**src/rtl/spi_master.sv**
```systemverilog
// spi_master: SPI mode-0 initiator with byte valid/ready streaming and frame-controlled chip select.
// Optional build macro SPI_MASTER_LSB_FIRST_EN shifts LSB first in both directions (default MSB first).
module spi_master #(
  parameter int CLK_DIV = 2,
  parameter int CS_IDLE = 2
) (
  input  logic       clk,
  input  logic       rst_n,
  output logic       spi_clk,
  output logic       spi_cs,
  output logic       spi_mosi,
  input  logic       spi_miso,
  input  logic [7:0] tx_data,
  input  logic       tx_valid,
  output logic       tx_ready,
  output logic [7:0] rx_data,
  output logic       rx_valid,
  input  logic       frame,
  output logic       busy
);

  localparam int DW = $clog2(CLK_DIV + 1);
  localparam int GW = $clog2(CS_IDLE + 1);
  localparam logic [DW-1:0] DIV_LOAD  = DW'(CLK_DIV - 1);
  // A byte accepted straight after the last fall already spent one low cycle in WAIT.
  localparam logic [DW-1:0] DIV_FIRST = (CLK_DIV > 1) ? DW'(CLK_DIV - 2) : {DW{1'b0}};
  localparam logic [GW-1:0] GAP_LOAD  = GW'(CS_IDLE - 1);

  typedef enum logic [1:0] {
    ST_IDLE  = 2'd0,
    ST_SHIFT = 2'd1,
    ST_WAIT  = 2'd2,
    ST_GAP   = 2'd3
  } state_t;

  function automatic logic [2:0] wire_idx(input logic [2:0] bit_pos);
`ifdef SPI_MASTER_LSB_FIRST_EN
    wire_idx = ~bit_pos;
`else
    wire_idx = bit_pos;
`endif
  endfunction

  function automatic logic [7:0] shift_in(input logic [7:0] cur, input logic din);
`ifdef SPI_MASTER_LSB_FIRST_EN
    shift_in = {din, cur[7:1]};
`else
    shift_in = {cur[6:0], din};
`endif
  endfunction

  state_t          state_r;
  state_t          state_s;
  logic            spi_clk_r;
  logic            spi_cs_r;
  logic            spi_mosi_r;
  logic [7:0]      tx_byte_r;
  logic [7:0]      rx_shift_r;
  logic [7:0]      rx_data_r;
  logic            rx_valid_r;
  logic [DW-1:0]   div_r;
  logic [2:0]      bit_r;
  logic [GW-1:0]   gap_r;
  logic            tx_ready_s;
  logic            busy_s;
  logic            accept_s;
  logic            tick_s;
  logic            last_fall_s;

  assign accept_s    = tx_valid && tx_ready_s;
  assign tick_s      = (div_r == {DW{1'b0}});
  assign last_fall_s = (state_r == ST_SHIFT) && tick_s && spi_clk_r && (bit_r == 3'd0);

  // State register.
  always_ff @(posedge clk or negedge rst_n) begin
    if (!rst_n) begin
      state_r <= ST_IDLE;
    end else begin
      state_r <= state_s;
    end
  end

  // Next-state decode; a pending byte in WAIT wins over a dropped frame.
  always_comb begin
    state_s = state_r;
    case (state_r)
      ST_IDLE:  state_s = accept_s ? ST_SHIFT : ST_IDLE;
      ST_SHIFT: state_s = last_fall_s ? ST_WAIT : ST_SHIFT;
      ST_WAIT: begin
        if (tx_valid) begin
          state_s = ST_SHIFT;
        end else if (!frame) begin
          state_s = ST_GAP;
        end else begin
          state_s = ST_WAIT;
        end
      end
      ST_GAP:   state_s = (gap_r == {GW{1'b0}}) ? ST_IDLE : ST_GAP;
      default:  state_s = ST_IDLE;
    endcase
  end

  // Handshake outputs decoded from the state register.
  always_comb begin
    tx_ready_s = 1'b0;
    busy_s     = 1'b1;
    case (state_r)
      ST_IDLE:  begin tx_ready_s = 1'b1; busy_s = 1'b0; end
      ST_WAIT:  begin tx_ready_s = 1'b1; busy_s = 1'b1; end
      ST_SHIFT: begin tx_ready_s = 1'b0; busy_s = 1'b1; end
      ST_GAP:   begin tx_ready_s = 1'b0; busy_s = 1'b1; end
      default:  begin tx_ready_s = 1'b0; busy_s = 1'b1; end
    endcase
  end

  // Serial datapath: divider, bit counter, shift registers and CS gap timer.
  always_ff @(posedge clk or negedge rst_n) begin
    if (!rst_n) begin
      spi_clk_r  <= 1'b0;
      spi_cs_r   <= 1'b1;
      spi_mosi_r <= 1'b0;
      tx_byte_r  <= 8'h00;
      rx_shift_r <= 8'h00;
      rx_data_r  <= 8'h00;
      rx_valid_r <= 1'b0;
      div_r      <= {DW{1'b0}};
      bit_r      <= 3'd0;
      gap_r      <= {GW{1'b0}};
    end else begin
      rx_valid_r <= 1'b0;
      case (state_r)
        ST_IDLE, ST_WAIT: begin
          if (accept_s) begin
            spi_cs_r   <= 1'b0;
            tx_byte_r  <= tx_data;
            spi_mosi_r <= tx_data[wire_idx(3'd7)];
            bit_r      <= 3'd7;
            div_r      <= ((state_r == ST_WAIT) && rx_valid_r) ? DIV_FIRST : DIV_LOAD;
          end else if ((state_r == ST_WAIT) && !frame) begin
            spi_cs_r <= 1'b1;
            gap_r    <= GAP_LOAD;
          end
        end
        ST_SHIFT: begin
          if (tick_s) begin
            spi_clk_r <= ~spi_clk_r;
            div_r     <= DIV_LOAD;
            if (!spi_clk_r) begin
              rx_shift_r <= shift_in(rx_shift_r, spi_miso);
            end else if (bit_r == 3'd0) begin
              rx_data_r  <= rx_shift_r;
              rx_valid_r <= 1'b1;
            end else begin
              bit_r      <= bit_r - 3'd1;
              spi_mosi_r <= tx_byte_r[wire_idx(bit_r - 3'd1)];
            end
          end else begin
            div_r <= div_r - DW'(1);
          end
        end
        ST_GAP: begin
          if (gap_r != {GW{1'b0}}) begin
            gap_r <= gap_r - GW'(1);
          end
        end
        default: begin
          spi_cs_r <= 1'b1;
        end
      endcase
    end
  end

  assign spi_clk  = spi_clk_r;
  assign spi_cs   = spi_cs_r;
  assign spi_mosi = spi_mosi_r;
  assign rx_data  = rx_data_r;
  assign rx_valid = rx_valid_r;
  assign tx_ready = tx_ready_s;
  assign busy     = busy_s;

endmodule

```
**config.mk**
```make
export PLATFORM = sky130hd
export DESIGN_NAME = spi_master
export DESIGN_NICKNAME = d
export VERILOG_FILES = /design/src/rtl/spi_master.sv
export SDC_FILE = /design/constraint.sdc
export NUM_CORES = 1
export LEC_CHECK = 0
export BUFFER_PORTS_ARGS = -buffer_cell sky130_fd_sc_hd__buf_2
export CORE_ASPECT_RATIO = 1.2
export CORE_MARGIN = 2
export CORE_UTILIZATION = 59
export CTS_CLUSTER_DIAMETER = 200
export DETAILED_ROUTE_END_ITERATION = 8
export PLACE_DENSITY = 0.92
export SYNTH_ARGS = -nofsm -noshare
export SYNTH_HDL_FRONTEND = slang
export SYNTH_SLANG_ARGS = --single-unit
```
**constraint.sdc**
```tcl
create_clock -name clk -period 3.11 [get_ports clk]
set_clock_uncertainty 0.15 [all_clocks]
set_input_delay 0.1555 -clock clk [delete_from_list [all_inputs] [get_ports clk]]
set_output_delay 0.1555 -clock clk [all_outputs]
set_load 0.02 [all_outputs]
```
==> summary.md <==
The flow ran to the end, and the final reports show no timing, DRC or antenna violations. The number of nets in the synthesized netlist is 148. The average cell area after synthesis is 12.8 sq um, and the total congestion overflow is 0.

The vias after detailed routing is 1167, and the distinct cell type count after synthesis is 34. The power density relative to cell area was 964 mW/mm^2; the switching power of the nets was 0.744 mW. The root buffer cell was clkbuf_4. The die extent in x is 52.8 microns. Leading area contributor after synthesis: dfrtp_1. The area overhead of the layout relative to synthesis is 18.1%, and the port buffer count is 26.

The congestion estimate from routability-driven global placement came to 0.781. For the worst-skew pair, the clock arrives at the later sink with an insertion delay of 350 ps. The routed wirelength normalized by instance count was 16.5 microns. The core footprint was 0.00276 sq mm; the ratio of routed vias to standard cells was 5.67.

At the worst endpoint, the arrival time is 2330 ps. Data on the critical path is required at its endpoint by 3190 ps. Setup repair after global routing left no endpoint under its margin.

The run gives 0.468 as the headroom to the max-slew limit. On the final layout, the worst hold slack is 289 ps. In the synthesized netlist the dominant register cell turns out to be dfrtp_1.

Counting I/O delays and the setup requirement, the final critical path takes 2260 ps. The count of unresolved DRC violations after routing was 0. Final core utilization: 0.723. Most frequent cell after synthesis: dfrtp_1.

The run gives 174 as the filler cell count in the final layout. The overall die height came out at 62.6 microns. Critical path startpoint category: a register.

The iteration count of the initial detailed-routing pass was 4. The count of cells in the finished layout, fillers not included, comes to 206. The CTS buffer count was 5. The maximum net fanout on the critical path works out to 11. The final cycle utilization of the critical path is 0.725, and the clock share of power is 0.125. Detailed placement finished with a half-perimeter wire length of 2.14 mm. After synthesis the netlist holds a flip-flop and latch count of 37. 0 antenna diodes ended up in the layout. The final-stage net count was 187.

The logs give 0 for the final hold violation count and 1.18 mW for the cell internal power dissipation. The analysis attributes to cell leakage a power of 1.00 nW. The number of H-tree branching levels is 2, and the total I/O pin count is 27. For this run, the number of Yosys warnings is 0. The fraction of synthesized cell area taken by the top area cell type is 0.533. Entering global routing, the biggest net connects 38 pins. Row count: 21.

After synthesis, the cell types taking the most area are dfrtp_1 (53%), mux2_1 (8.7%), mux2_4 (6.2%), mux2_2 (2.7%), ha_1 (2.2%). The netlist area before placement is 0.00169 sq mm, and the fraction of power consumed by sequential logic is 0.455. The initial antenna violation count came out at 0. The slew at the pin closest to its max-slew limit was 798 ps; the total number of clock tree sinks was 37.

The first routing iteration left 32 violations. The peak ir drop on the vdd network is 0.681 mV. The proportion of power drawn by combinational gates was 0.420; the remaining number of nets flagged by the antenna check after routing was 0. Kind of end point of the critical path: a register.

The full die area came out at 0.00331 sq mm. The commonest cells after synthesis are dfrtp_1 (36), mux2_1 (13), inv_1 (8). The post-CTS clock slew at the launch and capture registers of the worst setup and hold paths works out to 110 ps. For the number of buffers inserted to repair setup after CTS, the log shows 0. The proportion of total power due to net switching was 0.387; the number of global-route vias before repair was 1275.

After routing, the total negative slack on setup checks comes to 0 ps. Max-cap violations in this run came to 0. Synthesis produced a netlist whose cell count is 132. The post-placement cell count is 186. TritonCTS built the clock tree. The number of slew-limit violations in the final report was 0. The worst hold-check path type was in -> async.

The run gives 0.549 as the portion of the post-synthesis area used by sequential elements. The first global-routing pass estimated 5.92 mm of wire. The logs give 0.612 for the initial cell density of the core and 3.40 mm for the overall routed net length. In this run, synthesis inferred 0 flip-flops with an integrated enable. The run gives 0.443 GHz as the fmax. Setup violations remaining at the end of the flow were counted as 0.

The critical path is of the reg -> reg type. The all-layer global routing usage was 0.249; the share of final-layout standard cells stronger than drive strength 1 was 0.297. The share of async-settable or async-resettable flops after synthesis came out at 1.00. The maximum count of clock buffers along a single path came out at 2.
## worst max-delay path, cell delays in order (launching register included)
cell     delay (ps)
dfrtp_1         520
nor4b_4         460
nor2b_1         620
mux2_1          380
## through the flow
stage	power (mW)	setup WS, ps	area [sq um]
floorplan	1.45	1300	1690
global placement	1.58	981	1820
detailed placement	1.65	878	1820
CTS	1.90	853	2000
global route	2.04	687	2000
finish	1.92	855	2000
## power by group through the flow
stage	Combinational (mW)	Sequential (mW)	Clock [mW]
final	0.807	0.875	0.241
after floorplan	0.567	0.879	0
after global routing	0.879	0.902	0.262
after global placement	0.731	0.853	0
after detailed placement	0.777	0.875	0
after CTS	0.792	0.864	0.247
## sequential cells by signal, summed over array words and instances (netlist names)
| register | count |
|---|---|
| spi_cs | 1 |
| state_r | 2 |
| bit_r | 3 |
| rx_data | 8 |
| gap_r | 2 |
| rx_shift_r | 8 |
| spi_mosi | 1 |
| tx_byte_r | 8 |
| spi_clk | 1 |
| div_r | 2 |
| rx_valid | 1 |
## cells in the final DEF (no fill, tap or decap)
master	n
or2_2	2
dlygate4sd3_1	12
o32ai_1	1
o22ai_1	1
mux4_2	1
nand2b_1	2
dfrtp_1	36
buf_4	1
a21oi_1	5
clkbuf_4	5
and3_1	1
ha_1	3
clkbuf_1	1
nor2_1	5
nand3_1	2
clkinv_2	2
a22o_1	1
nor3_1	5
o21ai_1	2
nor3b_1	2
buf_2	26
xor2_1	1
nor4b_4	1
inv_1	8
nor2b_1	3
nand3_2	1
xnor2_1	2
o21ai_0	6
mux2_2	4
mux2_4	7
o211a_1	1
a22oi_1	1
nand2_1	4
mux2_1	13
mux2i_1	3
dfstp_2	1
## logic make-up (layout without fill, tap and decap cells)
| kind of cell | Yosys count | count (layout) | synth area share |
|---|---|---|---|
| AOI/OAI and AO/OA | 18 | 18 | 0.0630 |
| muxes | 28 | 28 | 0.207 |
| and+or+nand+nor | 28 | 28 | 0.0993 |
| buffers and inverters | 15 | 55 | 0.0444 |
| DFF | 37 | 37 | 0.549 |
| xor gates and xnor gates | 3 | 3 | 0.0156 |
| adders and majority gates | 3 | 3 | 0.0222 |
## layer usage
layer	track usage	vias to the layer above	wire length, microns
li1	-	531	-
met1	0.300	592	1310
met2	0.416	35	1870
met3	0.0478	9	142
met4	0.122	0	78
met5	0	-	0
## cell type report
type,instances,area [sq um],share of cell area
flip-flops and latches,37,927,0.465
multi-input cells,80,687,0.344
well taps,34,42.5,0.0213
repair buffers,39,258,0.129
inverters,8,30.0,0.0150
clock buffers,6,41.3,0.0207
clock inverters,2,10.0,0.00502
## path summary, 6_finish.rpt
path	end	start	cells past startpoint	slack, ps
max reg2reg	rx_shift_r[0]$_DFFE_PN0P_	state_r[1]$_DFF_PN0_	3	850
max	rx_shift_r[0]$_DFFE_PN0P_	state_r[1]$_DFF_PN0_	3	850
min	rx_shift_r[1]$_DFFE_PN0P_	rst_n	2	290
min in group clk	rx_data[0]$_DFFE_PN0P_	rx_data[0]$_DFFE_PN0P_	1	350
max in group asynchronous	bit_r[1]$_DFFE_PN0P_	rst_n	2	2010
min reg2reg	rx_data[0]$_DFFE_PN0P_	rx_data[0]$_DFFE_PN0P_	1	350
## timing repair
action	in CTS	in global routing
resized for setup	0	0
endpoints found under the setup margin	0	0
hold buffers	12	0
endpoints found under the hold margin	48	0
Note: power is estimated with default switching activity, not from simulation.
